[config.mk]
export PLATFORM = sky130hd
export DESIGN_NAME = sr_ff_bank_driver
export DESIGN_NICKNAME = d
export VERILOG_FILES = /design/src/rtl/sr_drv_pkg.sv /design/src/rtl/sr_excite.sv /design/src/rtl/sr_ff_bank_driver.sv
export SDC_FILE = /design/constraint.sdc
export NUM_CORES = 1
export LEC_CHECK = 0
export CAP_MARGIN = 40
export CORE_MARGIN = 1.5
export CORE_UTILIZATION = 30
export DETAILED_ROUTE_END_ITERATION = 8
export GPL_ROUTABILITY_DRIVEN = 0
export GPL_TIMING_DRIVEN = 0
export MAX_ROUTING_LAYER = met4
export PLACE_DENSITY = 0.52
export SYNTH_ARGS = -nofsm -noshare
export SYNTH_HDL_FRONTEND = slang
export SYNTH_HIERARCHICAL = 1
export SYNTH_SLANG_ARGS = --single-unit
[constraint.sdc]
create_clock -name clk -period 1.7 [get_ports clk]
set_clock_uncertainty 0.05 [all_clocks]
set_input_delay 0.425 -clock clk [delete_from_list [all_inputs] [get_ports clk]]
set_output_delay 0.425 -clock clk [all_outputs]
set_load 0.02 [all_outputs]
[src/rtl/sr_drv_pkg.sv]
// Shared types and constants for the SR flip-flop bank driver.
// Excitation codes are packed as {S,R}; 2'b11 is illegal and never produced.
package sr_drv_pkg;

  typedef enum logic [1:0] {
    StIdle,
    StDrive,
    StSettle,
    StCheck
  } drv_state_e;

  localparam logic [1:0] EXC_HOLD = 2'b00;
  localparam logic [1:0] EXC_SET  = 2'b10;
  localparam logic [1:0] EXC_RST  = 2'b01;

endpackage

[src/rtl/sr_excite.sv]
// Single-bit excitation map: the {S,R} code that moves q toward target.
module sr_excite
  import sr_drv_pkg::*;
(
  input  logic       target_i,
  input  logic       q_i,
  output logic [1:0] exc_o
);

  always_comb begin
    exc_o = EXC_HOLD;
    if (target_i && !q_i) begin
      exc_o = EXC_SET;
    end else if (!target_i && q_i) begin
      exc_o = EXC_RST;
    end
  end

endmodule

[src/rtl/sr_ff_bank_driver.sv]
// Drives a bank of SR flip-flops to a target word, verifies the readback and retries
// a bounded number of times before reporting an error.
module sr_ff_bank_driver
  import sr_drv_pkg::*;
#(
  parameter int unsigned WIDTH     = 4,
  parameter int unsigned SETTLE    = 1,
  parameter int unsigned MAX_RETRY = 3
) (
  input  logic                           clk,
  input  logic                           rst,
  input  logic                           in_valid,
  output logic                           in_ready,
  input  logic [WIDTH-1:0]               in_data,
  output logic [WIDTH-1:0]               S,
  output logic [WIDTH-1:0]               R,
  input  logic [WIDTH-1:0]               Q,
  output logic                           done,
  output logic                           err,
  output logic [$clog2(MAX_RETRY+1)-1:0] retry_cnt
);

  localparam int unsigned RcW  = $clog2(MAX_RETRY + 1);
  localparam int unsigned SetW = (SETTLE > 1) ? $clog2(SETTLE) : 1;

  drv_state_e        state_q, state_d;
  logic [WIDTH-1:0]  target_q, target_d;
  logic [SetW-1:0]   settle_q, settle_d;
  logic [RcW-1:0]    retry_q, retry_d;
  logic [WIDTH-1:0]  s_q, s_d, r_q, r_d;
  logic              done_q, done_d;
  logic              err_q, err_d;

  logic [WIDTH-1:0]  exc_tgt;
  logic [WIDTH-1:0]  exc_s, exc_r;
  logic [1:0]        exc [WIDTH];

  // Fresh word on accept, latched target on re-drive.
  assign exc_tgt = (state_q == StIdle) ? in_data : target_q;

  for (genvar i = 0; i < WIDTH; i++) begin : g_excite
    sr_excite u_excite (
      .target_i (exc_tgt[i]),
      .q_i      (Q[i]),
      .exc_o    (exc[i])
    );
    assign exc_s[i] = exc[i][1];
    assign exc_r[i] = exc[i][0];
  end

  always_comb begin
    state_d  = state_q;
    target_d = target_q;
    settle_d = settle_q;
    retry_d  = retry_q;
    s_d      = '0;
    r_d      = '0;
    done_d   = 1'b0;
    err_d    = err_q;
    unique case (state_q)
      StIdle: begin
        if (in_valid) begin
          target_d = in_data;
          retry_d  = '0;
          err_d    = 1'b0;
          s_d      = exc_s;
          r_d      = exc_r;
          state_d  = StDrive;
        end
      end
      StDrive: begin
        settle_d = SetW'(SETTLE - 1);
        state_d  = StSettle;
      end
      StSettle: begin
        if (settle_q == '0) begin
          state_d = StCheck;
        end else begin
          settle_d = settle_q - SetW'(1);
        end
      end
      StCheck: begin
        if (Q == target_q) begin
          done_d  = 1'b1;
          state_d = StIdle;
        end else if (retry_q < RcW'(MAX_RETRY)) begin
          retry_d = retry_q + RcW'(1);
          s_d     = exc_s;
          r_d     = exc_r;
          state_d = StDrive;
        end else begin
          done_d  = 1'b1;
          err_d   = 1'b1;
          state_d = StIdle;
        end
      end
      default: state_d = StIdle;
    endcase
  end

  always_ff @(posedge clk or posedge rst) begin
    if (rst) begin
      state_q  <= StIdle;
      target_q <= '0;
      settle_q <= '0;
      retry_q  <= '0;
      s_q      <= '0;
      r_q      <= '0;
      done_q   <= 1'b0;
      err_q    <= 1'b0;
    end else begin
      state_q  <= state_d;
      target_q <= target_d;
      settle_q <= settle_d;
      retry_q  <= retry_d;
      s_q      <= s_d;
      r_q      <= r_d;
      done_q   <= done_d;
      err_q    <= err_d;
    end
  end

  assign in_ready  = (state_q == StIdle);
  assign S         = s_q;
  assign R         = r_q;
  assign done      = done_q;
  assign err       = err_q;
  assign retry_cnt = retry_q;

endmodule

==> results.md <==
- Status: finished, final reports clean
- Global-route track usage on met3: 4.69%
- Worst skew pair latency: 290 ps
- CP Class: primary input to flip-flop
- Die ar.: 3670 µm²
- CTS tree: done
- DRC: 0
- R2R depth: 6
- Final Setup Violations: 0
- Total gr overflow: 0
- Dpl ws: -493 ps
- I/O pin cnt: 24
- Slew @ Worst Pin: 701 ps
- Synth-to-Final Area Change: 39.3%
- Final ANT Viol Nets: 0
- Met2 usage: 19.5%
- Iter 0 DRT Violations: 6
- Mapped Area: 996 µm²
- Worst-path fanout max: 4
- VDD IR-drop max: 0.662 mV
- Global routing's busiest layer: met2
- First-pass GRT wire length: 3290 µm
- Mapped Cells: 80
- Synth cell types: 26
- Die width: 60.6 µm
- Worst Setup End Kind: flip-flop
- Most frequent cells in the layout: dfrtp_1 (18), dlygate4sd2_1 (12), clkdlybuf4s50_1 (10)
- Syn nets: 94
- Final Hold Fails: 0
- Die H: 60.6 µm
- Leak: 0.000650 µW
- PortBufs: 23
- Worst hold slack: 485 ps
- Part of the Yosys area used for sequential elements: 45.2%
- Count of clock tree sinks: 18
- DR WL/cell: 12.7 µm
- Worst hold path class: primary input to asynchronous set/reset pin
- WP data arrival: 1820 ps
- Layout cell share with drive strength beyond 1: 37.5%
- Warnings from Yosys: 6
- Number of diodes: 0
- Most common cell after layout, fill and taps aside: dfrtp_1
- Met1 usage: 17.0%
- Clock Tree Root: clkbuf_4
- Post-DP HPWL: 1380 µm
- H-tree levels: 1
- Num CTS Buffers: 3
- Final Net Count: 127
- Slew HR: 53.2%
- Cell row count: 20
- Pwr Density: 1690 nW/µm²
- Maximum clock insertion buffer count: 2
- Max Freq: 608 MHz
- Clk slew on worst S/H paths: 100 ps
- Crit start category: primary input
- Vias in the first global route: 665
- Final wirelength: 1980 µm
- Required time of the critical path: 1870 ps
- Core area: 3100 µm²
- Via density: 4.31
- Initial antenna violation count: 0
- First-pass DRT Iterations: 4
- Fin worst setup slack: 54.6 ps
- Initial Utilization: 32.1%
- Mapped Avg Cell Area: 12.4 µm²
- Final min period: 1650 ps
- Overall global routing resource usage: 12.9%
- Vias: 673
- Crit share post-route: 96.8%
- Largest net degree at the start of global routing: 19
- Yosys reg bits: 18
- Slew Limit Fails: 0
- Number of max-cap violations: 0
[timing repair]
| item | in CTS | in global routing |
|---|---|---|
| pin swaps | 1 | 1 |
| setup endpoints to repair | 21 | 9 |
| hold buffers | 0 | 0 |
| cloned | 0 | 0 |
| gates resized for setup | 21 | 4 |
| setup buffers | 2 | 3 |
| hold endpoints to repair | 0 | 0 |
[cell usage after synthesis]
cell,count,area [µm²]
nor3b_2,8,100
ha_1,3,37.5
buf_2,1,5.00
mux2_2,8,90.1
nand4_1,1,6.26
nand3_1,1,5.00
a41oi_4,1,27.5
nor2b_1,4,25.0
clkbuf_1,2,7.51
dfrtp_1,18,450
a31oi_1,1,6.26
o211ai_1,1,7.51
nand2b_1,1,6.26
inv_1,5,18.8
nand4b_1,1,8.76
o21ai_0,4,20.0
and2b_2,5,43.8
xnor2_1,2,17.5
a21oi_1,2,10.0
o2111ai_1,1,8.76
nand3b_1,1,7.51
nand2_1,3,11.3
nor2_1,1,3.75
mux2i_1,2,20.0
xnor2_2,2,32.5
a21boi_4,1,18.8
[layer usage]
metal	share of wire, %	wire, µm	vias up
met5	0	0	-
met4	0.45	9	0
met3	4.0	80	2
met2	46	915	14
met1	49	976	314
li1	-	-	343
[worst paths after layout]
check	startpoint	to	slack (ps)
setup / recovery	Q[3]	S[1]	50
hold / removal	rst	R[3]	480
setup reg to reg	state_q[0]	R[3]	110
hold reg to reg	retry_cnt[1]	retry_cnt[1]	530
max in group asynchronous	rst	target_q[1]	670
min in group clk	retry_cnt[1]	retry_cnt[1]	530
[critical path, stage by stage]
cell and delay (ps):
clkdlybuf4s50_1 470, xnor2_2 200, a41oi_4 310, a21boi_4 100
buf_4 160, nor3b_2 140
[cell families after synthesis]
kind of cell | Yosys count | share of synthesized area (%)
buffers and inverters | 8 | 3.14
AND/OR/NAND/NOR | 26 | 21.9
AO/OA/AOI/OAI | 11 | 9.93
XOR/XNOR | 4 | 5.03
flip-flops | 18 | 45.2
multiplexers | 10 | 11.1
adder cells (fa/ha/maj) | 3 | 3.77
[through the flow]
step                power (µW)  std cells  instance area, µm²  TNS, ps  util, %
finish                    2340        156                1390        0     44.7
global route              2530        156                1390    -10.4     44.7
CTS                       2300        153                1350        0     43.5
detailed placement        1940        147                1280    -4880     41.4
global placement          1910        147                1280    -4590     41.4
floorplan                 1580         80                 998        0        -
[final cells by class]
type                       instances  area [µm²]
sequential                        18         450
clock buffer                       4        36.3
tap                               44        55.1
inverter                           5        18.8
fill                             311        1720
buffer                             3        22.5
timing repair buffer              28         260
multi-input combinational         54         544
[sequential cells by signal (all words and copies together), names as in the netlist]
name and flops:
R 4, S 4, target_q 4, retry_cnt 2
state_q 2, done 1, err 1
[power breakdown]
part | internal, µW | switching, µW | leakage, µW
clock | 130 | 134 | 0.0000210
sequential | 571 | 109 | 0.000235
combinational | 697 | 702 | 0.000394
No activity file was read; power rests on OpenSTA's default activity.
